**src/rtl/k16_panel_scan.sv**
```systemverilog
// rtl/k16_panel_scan.sv - K16 front-panel scan link endpoint: LED nibble capture, debounced switch serve, link timeout
// Optional build macro: K16_PANEL_SHADOW_EN (tear-free LED update through a 32-bit shadow frame)
module k16_panel_scan #(
    parameter int SYNC_STAGES    = 2,
    parameter int DEBOUNCE_TICKS = 250000,
    parameter int TIMEOUT_CYCLES = 5000000
) (
    input  logic        clk,
    input  logic        reset_n,
    input  logic        io_clk,
    input  logic [2:0]  io_addr,
    input  logic [3:0]  io_leds,
    output logic [3:0]  io_switches,
    output logic [2:0]  io_reg_switches,
    input  logic [15:0] sw_addr,
    input  logic [15:0] sw_ctrl,
    input  logic [2:0]  sw_reg,
    output logic [15:0] led_addr,
    output logic [15:0] led_data,
    output logic        link_ok
);
    localparam int DW = (DEBOUNCE_TICKS > 2) ? $clog2(DEBOUNCE_TICKS) : 1;
    localparam int TW = $clog2(TIMEOUT_CYCLES + 1);

    logic [SYNC_STAGES-1:0] clk_sync_q;
    logic                   clk_dly_q;
    logic [2:0]             addr_sync_q [SYNC_STAGES];
    logic [3:0]             leds_sync_q [SYNC_STAGES];
    logic                   clk_s, rise, fall;
    logic [2:0]             addr_s, slot;
    logic [3:0]             leds_s;

    assign clk_s  = clk_sync_q[SYNC_STAGES-1];
    assign addr_s = addr_sync_q[SYNC_STAGES-1];
    assign leds_s = leds_sync_q[SYNC_STAGES-1];
    assign rise   = clk_s & ~clk_dly_q;
    assign fall   = ~clk_s & clk_dly_q;
    // The host has already advanced io_addr past the nibble it is presenting.
    assign slot   = addr_s - 3'd1;

    always_ff @(posedge clk) begin
        if (!reset_n) begin
            clk_sync_q <= '0;
            clk_dly_q  <= 1'b0;
            for (int i = 0; i < SYNC_STAGES; i++) begin
                addr_sync_q[i] <= '0;
                leds_sync_q[i] <= '0;
            end
        end else begin
            clk_sync_q     <= {clk_sync_q[SYNC_STAGES-2:0], io_clk};
            clk_dly_q      <= clk_s;
            addr_sync_q[0] <= io_addr;
            leds_sync_q[0] <= io_leds;
            for (int i = 1; i < SYNC_STAGES; i++) begin
                addr_sync_q[i] <= addr_sync_q[i-1];
                leds_sync_q[i] <= leds_sync_q[i-1];
            end
        end
    end

    logic [DW-1:0] tick_cnt_q, tick_cnt_d;
    logic [34:0]   prev_q, prev_d, deb_q, deb_d, raw;
    logic          tick;
    logic [TW-1:0] to_cnt_q, to_cnt_d;
    logic          timed_out, link_q, link_d;
    logic [31:0]   led_q, led_d;
    logic [3:0]    sw_nib_q;
    logic [2:0]    reg_sw_q;
`ifdef K16_PANEL_SHADOW_EN
    logic [31:0]   shadow_q, shadow_d;
`endif

    assign raw       = {sw_reg, sw_ctrl, sw_addr};
    assign tick      = (tick_cnt_q == DW'(DEBOUNCE_TICKS - 1));
    assign timed_out = (to_cnt_q == TW'(TIMEOUT_CYCLES));

    always_comb begin
        tick_cnt_d = tick ? '0 : tick_cnt_q + DW'(1);
        prev_d     = prev_q;
        deb_d      = deb_q;
        if (tick) begin
            prev_d = raw;
            // Only bits that matched the previous sample are allowed through.
            deb_d  = (raw & ~(raw ^ prev_q)) | (deb_q & (raw ^ prev_q));
        end

        to_cnt_d = rise ? '0 : (timed_out ? to_cnt_q : to_cnt_q + TW'(1));
        link_d   = rise ? 1'b1 : (timed_out ? 1'b0 : link_q);

        led_d = led_q;
`ifdef K16_PANEL_SHADOW_EN
        shadow_d = shadow_q;
        if (timed_out) begin
            shadow_d = '0;
            led_d    = '0;
        end else if (fall) begin
            shadow_d[{slot, 2'b00} +: 4] = leds_s;
            if (slot == 3'd7) led_d = shadow_d;
        end
`else
        if (timed_out) led_d = '0;
        else if (fall) led_d[{slot, 2'b00} +: 4] = leds_s;
`endif
    end

    always_ff @(posedge clk) begin
        if (!reset_n) begin
            tick_cnt_q <= '0;
            prev_q     <= '0;
            deb_q      <= '0;
            to_cnt_q   <= '0;
            link_q     <= 1'b0;
            led_q      <= '0;
            sw_nib_q   <= '0;
            reg_sw_q   <= '0;
`ifdef K16_PANEL_SHADOW_EN
            shadow_q   <= '0;
`endif
        end else begin
            tick_cnt_q <= tick_cnt_d;
            prev_q     <= prev_d;
            deb_q      <= deb_d;
            to_cnt_q   <= to_cnt_d;
            link_q     <= link_d;
            led_q      <= led_d;
            // Served from the pre-tick debounced value.
            sw_nib_q   <= deb_q[{addr_s, 2'b00} +: 4];
            reg_sw_q   <= deb_q[34:32];
`ifdef K16_PANEL_SHADOW_EN
            shadow_q   <= shadow_d;
`endif
        end
    end

    assign io_switches     = sw_nib_q;
    assign io_reg_switches = reg_sw_q;
    assign led_addr        = led_q[15:0];
    assign led_data        = led_q[31:16];
    assign link_ok         = link_q;
endmodule

```
**config.mk**
```make
export PLATFORM = sky130hd
export DESIGN_NAME = k16_panel_scan
export DESIGN_NICKNAME = d
export VERILOG_FILES = /design/src/rtl/k16_panel_scan.sv
export SDC_FILE = /design/constraint.sdc
export NUM_CORES = 1
export LEC_CHECK = 0
export ABC_AREA = 1
export CORE_ASPECT_RATIO = 0.7
export CORE_MARGIN = 1.5
export CORE_UTILIZATION = 47
export DETAILED_ROUTE_END_ITERATION = 8
export GPL_ROUTABILITY_DRIVEN = 0
export PLACE_DENSITY = 0.7
export SYNTH_ARGS = -nofsm -noshare
export SYNTH_HDL_FRONTEND = slang
export SYNTH_SLANG_ARGS = --single-unit
```
**constraint.sdc**
```tcl
create_clock -name clk -period 5.1 [get_ports clk]
set_clock_uncertainty 0.15 [all_clocks]
set_input_delay 1.275 -clock clk [delete_from_list [all_inputs] [get_ports clk]]
set_output_delay 1.275 -clock clk [all_outputs]
set_load 0.02 [all_outputs]
```
[Word level (Yosys, flattened, before mapping)]
Memories as Yosys holds them, arrays and structs flattened.
Index checks and enable logic that the tools add are counted.
Word-level totals
  output and inout port bits: 40
  latch bits: 0
  bits in registers: 154
  memory bits (writable): 14
  memories kept: 2
  memory bits (read-only): 0
Operators by class
  eq/ne operators: 2
  add/sub/neg operators: 4
  reduce and logical (&&, ||, !) cells: 4
  multipliers: 0
  shift-type cells: 3
  bitwise operators: 14
  multiplexer cells: 9
  order comparisons: 0
  divide/modulo/power cells: 0
Memories
  leds_sync_q: words 2, bits a word 4, rd ports 2, clocked after Yosys merged registers in 0, write ports 2, RTL line 28  | logic [3:0] leds_sync_q [SYNC_STAGES];
  addr_sync_q: words 2, bits a word 3, rd ports 2, clocked after Yosys merged registers in 0, write ports 2, RTL line 27  | logic [2:0] addr_sync_q [SYNC_STAGES];
Operator list (count)
  $and A35 B35 Y35: 2
  $not A35 Y35: 1
  $or A35 B35 Y35: 1
  $shiftx A35 B6 Y4: 1
  $xor A35 B35 Y35: 1
  $bwmux W32: 1
  $shift A4 B7 Y32 const A: 1
  $shiftx A4 B7 Y32: 1
  $add A23 B1 Y23 const B: 1
  $eq A23 B23 Y1 const B: 1
  $add A18 B1 Y18 const B: 1
  $eq A18 B18 Y1 const B: 1
  $mux W4: 2
  $neg A5 Y7: 1
  $mux W3: 2
  $reduce_or A2 Y1: 3
  $mux W1: 4
  $or A1 B1 Y1: 4
  $not A1 Y1: 3
  $sub A3 B1 Y3 const B: 1
  $and A1 B1 Y1: 2
  $reduce_bool A2 Y1: 1

[Logic depth before layout (Yosys ltp)]
Gate-level depths: netlist of the first run.
  word-level depth: 4
  mapped depth: 11

[Worst setup path after synthesis of the first run]
No wires, ideal clock.
  path type: reg2reg
  start point: memory addr_sync_q[1][0], in the netlist addr_sync_q[0][3]
  end point: register led_q[10]
  cell stages (with the launch flop): 12
  data required time: 4.885 ns
  arrival: 2.339 ns
  buffers on the path: 1
  period minus slack after synthesis: 2.554 ns
  slack: 2.546 ns
  cell sequence: dfxtp_1 -> inv_1 -> clkbuf_1 -> ha_1 -> xnor2_2 -> ha_1 -> inv_1 -> nor2_2 -> nand3_1 -> nand2_1 -> nand3_1 -> nor2_1
RTL lines
  start: declaration: RTL line 27
  end signal: assignment: RTL line 125  | led_q <= led_d;
  end: declaration: RTL line 66  | logic [31:0] led_q, led_d;

==> results of run 1 <==
-- final timing paths --
check / endpoint / start / slack (ps)
max: led_q[5] / addr_sync_q[0][3] / 2000
min: leds_sync_q[0][5] / leds_sync_q[0][1] / 260
max reg2reg: led_q[5] / addr_sync_q[0][3] / 2000
min reg2reg: leds_sync_q[0][5] / leds_sync_q[0][1] / 260
-- metrics by stage --
stage | setup WS (ps) | instances
2_1_floorplan | 2550 | 1066
3_3_place_gp | 1710 | 1316
3_5_place_dp | 1690 | 1316
4_1_cts | 2010 | 1348
5_1_grt | 1770 | 1348
6_report | 2000 | 1348
-- critical path: stages, from the launching register on --
cell     delay [ps]
dfxtp_1         310
buf_4           290
inv_1           340
ha_1            340
xnor2_2         190
ha_1            390
inv_1           110
nor2_2          260
nand3_1         300
nand2_1         140
nand3_1          80
nor2_1          130
-- routing by layer --
| metal | GRT usage (%) | part of all wire (%) | vias to the layer above |
|---|---|---|---|
| li1 | - | - | 3592 |
| met2 | 31.9 | 42 | 167 |
| met5 | 0 | 0 | - |
| met4 | 5.92 | 0.81 | 0 |
| met1 | 31.5 | 51 | 3118 |
| met3 | 4.06 | 5.4 | 17 |
-- kinds of logic (layout without fill, tap and decap cells) --
kind of cell / count (synthesis) / count (layout) / share of synthesized area [%]
AND/OR/NAND/NOR: 538 / 538 / 31.2
flip-flops: 168 / 168 / 44.0
AO/OA/AOI/OAI: 161 / 161 / 10.9
buffers and inverters: 154 / 236 / 8.06
XOR/XNOR: 35 / 35 / 4.11
adder cells (fa/ha/maj): 10 / 10 / 1.64
-- layout by cell type, fill, tap and decap left out, types with 3 or more instances in the layout --
cell,count
clkdlybuf4s50_1,84
nor2_1,123
nand3b_1,4
dfxtp_1,168
a21oi_1,100
or2_2,3
inv_2,4
o22ai_1,13
nand4_1,45
clkinv_2,4
o21ai_0,43
clkinv_4,3
clkbuf_16,17
xor2_1,3
buf_4,5
nor2_4,4
xnor2_1,31
ha_1,10
nor2_2,3
nand3_1,77
nor3_1,16
or2_0,5
nand2_1,247
inv_6,4
inv_1,108
-- power breakdown --
group          leakage [nW]  switching, mW  internal [mW]  total (mW)
clock                 0.272          0.563          0.649        1.21
sequential             1.36        0.00945           1.32        1.33
combinational          1.70         0.0819         0.0628       0.145
-- area by class of cell --
type / count / area, sq um / share of cell area, %
well taps: 200 / 250 / 2.74
clock inverters: 14 / 119 / 1.30
multi-input cells: 744 / 3660 / 40.0
repair buffers: 89 / 878 / 9.60
flip-flops and latches: 168 / 3360 / 36.8
inverters: 115 / 433 / 4.73
clock buffers: 18 / 439 / 4.80
==> impl_metrics.yaml, run 1 <==
status:
  outcome: "completed"
global_route:
  grt_pass1_vias: 5954
  grt_overflow: 0
  grt_max_degree: 66
  grt_usage_pct: 21.4
  grt_pass1_wl_microns: 29100
  antenna_found_initial: 0
floorplan:
  die_x_microns: 155
  start_util_pct: 48.7
  rows: 38
  io_pins: 85
  die_y_microns: 110
  design.core.area_sq_um: 15700
  die-area_sq_um: 17000
setup_path:
  endpoint_kind: "flop"
  startpoint_type: "flop"
  path_class: "reg2reg"
  cp.arrival_ps: 3300
  reg2regPathDepth: 11
  cp.required_ps: 5300
  path_max_fanout: 27
place:
  io_buffers: 84
  dp_hpwl_microns: 12000
  post_dp_cell_area_sq_um: 8590
yosys:
  syn_nets: 1121
  yosysSeqAreaShare_pct: 44.0
  ys_top_cells_by_count: "nand2_1, dfxtp_1, nor2_1"
  ys_ff_latch: 168
  yosysMostFrequentCell: "nand2_1"
  synthCells: 1066
  ys.flop_type: "dfxtp_1"
  synthTopCellsByArea: "dfxtp_1, nand2_1, a21oi_1"
  synth_edf_count: 0
  synth_area_sq_um: 7640
  synthDistinctLibCells: 38
  synth_top_cell_by_area: "dfxtp_1"
  async_flop_share_pct: 0
  syn_avg_cell_area_sq_um: 7.16
  synth_top_area_share_pct: 44.0
  yosysWarnings: 0
sta:
  post-route-period-util_pct: 60.8
  setup_viol: 0
  slew-limit-headroom_pct: 46.8
  fmax_ghz: 0.323
  tightest_slew_ps: 795
  period_needed_ps: 3100
  drv_slew: 0
  finalSetupTns_ps: 0
  hold_viol_final: 0
  whs_ps: 261
  rsz0062_at_grt: "false"
routing:
  routed_wl_microns: 17700
  dr.pass1.iters: 4
  drc_errors: 0
  vias: 6894
  postRouteAntennaNets: 0
  first_iter_violations: 432
  via_per_inst: 5.11
  avgRoutedWirePerCell_microns: 13.1
cts:
  cts_tree: "yes"
  cts.sinks: 168
  cts.clk_slew.worst_paths_ps: 60
  ctsResizeCount: 0
  cts_setup_buffers: 0
  hold_buffers: 0
  cts_inserted_buffers: 17
  cts.path.max_buffers: 2
  cts-root-buf: "clkbuf_16"
  htreeDepth: 4
  clkLatencyLatePin_ps: 420
cells_and_area:
  syn2layout_area_growth_pct: 19.8
  final_cell_area_sq_um: 9150
  antennaDiodeCount: 0
  nets: 1190
  post-route-util_pct: 58.3
  drive_above_1_share_pct: 5.31
  fillCellCount: 1484
power:
  powerDensity_nw_per_um2: 294
  p_leak_nw: 3.33
  total_power_mw: 2.69
  irDropWorstVdd_v: 0.000186
worst_hold_path:
  hold_path_class: "reg2reg"
  hold_path_depth: 2
job:
  maxCapViolCount: 0
Power figures use the tool's default switching activity.
==> run 2, diff against run 1 <==
PLACE_DENSITY = 0.72   (was 0.7)
clock period = 2.8 ns   (was 5.1 ns; I/O delays follow)
==> impl_metrics.yaml, run 2 (synthesis results as in run 1) <==
cts:
  clkLatencyLatePin_ps: 430
  cts.sinks: 168
  cts.path.max_buffers: 2
  cts.clk_slew.worst_paths_ps: 70
  htreeDepth: 4
  cts_inserted_buffers: 17
  cts_tree: "yes"
  cts_setup_buffers: 0
  hold_buffers: 0
  ctsResizeCount: 0
  cts-root-buf: "clkbuf_16"
floorplan:
  io_pins: 85
  die_x_microns: 155
  rows: 38
  start_util_pct: 48.7
  design.core.area_sq_um: 15700
  die_y_microns: 110
  die-area_sq_um: 17000
setup_path:
  startpoint_type: "flop"
  reg2regPathDepth: 9
  cp-startpoint: "tick_cnt_q[0]"
  path_class: "reg2reg"
  cp.arrival_ps: 2580
  r2r_setup_slack_ps: 430
  path_max_fanout: 35
  endpoint_kind: "flop"
  r2r-start: "tick_cnt_q[0]"
  cp.required_ps: 3010
global_route:
  grt_usage_pct: 22.5
  grt_max_degree: 66
  grt_pass1_vias: 6309
  grt_overflow: 0
  grt_pass1_wl_microns: 30600
  antenna_found_initial: 0
status:
  outcome: "completed"
cells_and_area:
  drive_above_1_share_pct: 6.14
  antennaDiodeCount: 0
  post-route-util_pct: 58.7
  nets: 1199
  final_common_cell: "nand2_1"
  syn2layout_area_growth_pct: 20.6
  layout_common_cells: "nand2_1, dfxtp_1, nor2_1"
power:
  p_leak_nw: 3.37
  powerDensity_nw_per_um2: 537
  total_power_mw: 4.95
  irDropWorstVdd_v: 0.000335
routing:
  drc_errors: 0
  routed_wl_microns: 18200
  first_iter_violations: 479
  via_per_inst: 5.17
  avgRoutedWirePerCell_microns: 13.4
  vias: 7022
  postRouteAntennaNets: 0
  dr.pass1.iters: 7
sta:
  rsz0062_at_grt: "false"
  hold_viol_final: 0
  post-route-period-util_pct: 84.6
  setup_viol: 0
  period_needed_ps: 2370
  drv_slew: 0
  tightest_slew_ps: 688
  finalSetupTns_ps: 0
  whs_ps: 261
  fmax_ghz: 0.422
  slew-limit-headroom_pct: 54.2
place:
  io_buffers: 84
  dp_hpwl_microns: 12400
worst_hold_path:
  hold_path_class: "reg2reg"
job:
  maxCapViolCount: 0
==> run 2: cell types whose count changed in the layout (fill, tap and decap cells not counted) <==
cell,delta
clkinv_8,-1
bufinv_16,+1
buf_4,+9
clkinv_2,+1
clkinvlp_4,+2
buf_2,+1
clkdlybuf4s50_1,-1
clkinv_4,-1
inv_8,-1
inv_6,-1
==> run 2: cell type report <==
| type | count | area (sq um) |
|---|---|---|
| repair buffers | 98 | 941 |
| fillers | 1457 | 6480 |
| inverters | 115 | 433 |
| well taps | 200 | 250 |
| clock inverters | 14 | 124 |
| flip-flops and latches | 168 | 3360 |
| multi-input cells | 744 | 3660 |
| clock buffers | 18 | 439 |
==> run 2: how the worst min path moves through the flow <==
stage | start | cells past startpoint | slack (ps) | to
floorplan | addr_sync_q[0][0] | 2 | 240 | addr_sync_q[0][3]
global placement | leds_sync_q[0][1] | 2 | 250 | leds_sync_q[0][5]
detailed placement | leds_sync_q[0][0] | 2 | 250 | leds_sync_q[0][4]
CTS | leds_sync_q[0][0] | 2 | 260 | leds_sync_q[0][4]
global route | leds_sync_q[0][0] | 2 | 280 | leds_sync_q[0][4]
finish | leds_sync_q[0][0] | 2 | 260 | leds_sync_q[0][4]
==> run 2: critical path: stages (launching register included) <==
cell	delay [ps]
dfxtp_1	390
ha_1	190
nand2_1	120
nor2_2	140
nand2_2	90
nor2_4	180
nand2_2	220
clkinv_2	470
nand2_1	160
a21oi_1	180
==> run 2: power breakdown <==
part / leakage (nW) / internal [mW] / total, mW / switching (mW)
logic: 1.74 / 0.117 / 0.270 / 0.153
registers: 1.36 / 2.41 / 2.43 / 0.0150
clock network: 0.269 / 1.25 / 2.25 / 1.00
==> run 2: routing by layer <==
layer / part of all wire [%] / vias up / wire length (microns) / global-route usage, %
met4: 0.80 / 0 / 146 / 4.90
met5: 0 / - / 0 / 0
met1: 50 / 3206 / 9070 / 31.9
met2: 44 / 179 / 7980 / 35.5
li1: - / 3620 / - / -
met3: 5.4 / 17 / 990 / 4.45
==> run 2: per-stage QoR <==
step,setup slack (ps),area [sq um],cells
floorplan,246,7640,1066
global placement,522,8650,1325
detailed placement,456,8650,1325
CTS,443,9210,1357
global route,168,9210,1357
finish,430,9210,1357
==> run 3, diff against run 2 <==
PLACE_DENSITY = 0.7   (was 0.72)
clock period = 2.2 ns   (was 2.8 ns; I/O delays follow)
==> impl_metrics.yaml, run 3 (synthesis results as in run 1) <==
cts:
  htreeDepth: 4
  cts.path.max_buffers: 2
  cts.sinks: 168
  cts.clk_slew.worst_paths_ps: 70
  clkLatencyLatePin_ps: 420
  hold_buffers: 0
  cts_inserted_buffers: 17
  cts-root-buf: "clkbuf_16"
  cts_tree: "yes"
setup_path:
  cp.required_ps: 1500
  r2r_setup_slack_ps: 100
  slowest_delay_ps: 620
  path_buf_inv: 1
  path_max_fanout: 2
  r2r-end: "led_q[13]"
  cp.arrival_ps: 1420
  crit_family: "buffers and inverters"
  critPathSlowestCell: "clkdlybuf4s50_1"
  startpoint_type: "flop"
  reg2regPathDepth: 9
  endpoint_kind: "output port"
  path_class: "reg2out"
  r2r-start: "addr_sync_q[0][3]"
  critical_path.cell_chain: "clkdlybuf4s50_1"
worst_hold_path:
  hold_path_depth: 2
  hold_path_class: "reg2reg"
  hold_path.startpoint: "leds_sync_q[0][0]"
  hold-path-endpoint: "leds_sync_q[0][4]"
floorplan:
  io_pins: 85
  die_x_microns: 155
  design.core.area_sq_um: 15700
  start_util_pct: 48.7
  rows: 38
  die_y_microns: 110
  die-area_sq_um: 17000
routing:
  routed_wl_microns: 18500
  drc_errors: 0
  postRouteAntennaNets: 0
  avgRoutedWirePerCell_microns: 13.5
  first_iter_violations: 525
  vias: 7089
  dr.pass1.iters: 6
  via_per_inst: 5.16
place:
  dp_hpwl_microns: 12800
  io_buffers: 84
  pre_cts_slack_ps: 74.5
status:
  outcome: "completed"
sta:
  rsz0062_at_grt: "false"
  setup_ws_ps: 84.1
  setup_viol: 0
  tightest_slew_ps: 398
  fmax_ghz: 0.473
  slew-limit-headroom_pct: 73.2
  hold_viol_final: 0
  period_needed_ps: 2120
  post-route-period-util_pct: 96.2
  finalSetupTns_ps: 0
  whs_ps: 262
  drv_slew: 0
global_route:
  grt_max_degree: 66
  grt_pass1_wl_microns: 30300
  antenna_found_initial: 0
  grt_overflow: 0
  grt_pass1_vias: 6232
  grt_usage_pct: 22.4
cells_and_area:
  final_common_cell: "nand2_1"
  layout_common_cells: "nand2_1, dfxtp_1, nor2_1"
  nets: 1215
  drive_above_1_share_pct: 8.27
  antennaDiodeCount: 0
  syn2layout_area_growth_pct: 24.3
power:
  p_leak_nw: 3.49
  irDropWorstVdd_v: 0.000446
  powerDensity_nw_per_um2: 671
job:
  maxCapViolCount: 0
## run 3: cell count changes in the layout (fill, tap and decap cells not counted), moves of 3 or more
cell	before	now
buf_12	0	5
buf_4	14	25
inv_1	108	105
inv_2	4	7
nand3_1	77	74
## run 3: how the worst max path moves through the flow
stage	from	to	slack, ps	cells past startpoint
finish	led_q[21]	led_data[5]	80	1
global route	addr_sync_q[0][3]	led_q[13]	10	9
CTS	led_q[21]	led_data[5]	60	1
detailed placement	addr_sync_q[0][3]	led_q[18]	70	9
global placement	addr_sync_q[0][3]	led_q[17]	120	9
floorplan	addr_sync_q[0][4]	led_q[22]	10	8
## run 3: what timing repair did
action | CTS | global route
resized for setup | 0 | 9
endpoints found under the setup margin | 0 | 20
setup buffers | 0 | 3
## run 3: layout make-up
type / instances / area [sq um]
Fill cell: 1453 / 6200
Multi-Input combinational cell: 744 / 3750
Sequential cell: 168 / 3370
Timing Repair Buffer: 114 / 1120
Inverter: 115 / 433
Clock buffer: 18 / 429
Tap cell: 200 / 250
Clock inverter: 14 / 138
## run 3: metal layers
metal | share of wire [%] | GRT usage [%] | vias to the layer above
met2 | 41 | 31.9 | 159
met1 | 53 | 33.7 | 3268
met3 | 5.9 | 5.44 | 11
met4 | 0.60 | 5.51 | 0
li1 | - | - | 3651
met5 | 0 | 0 | -
## run 3: per-stage QoR
stage | power, mW | cell area [sq um] | util (%) | std cells
floorplan | 3.34 | 7700 | - | 1066
global placement | 3.53 | 8870 | 56.5 | 1338
detailed placement | 3.53 | 8870 | 56.5 | 1338
CTS | 6.41 | 9440 | 60.1 | 1370
global route | 6.60 | 9490 | 60.5 | 1373
finish | 6.37 | 9490 | 60.5 | 1373
## run 3: power breakdown
group | switching (mW) | internal (mW)
clock network | 1.31 | 1.59
registers | 0.0173 | 3.07
logic | 0.212 | 0.175
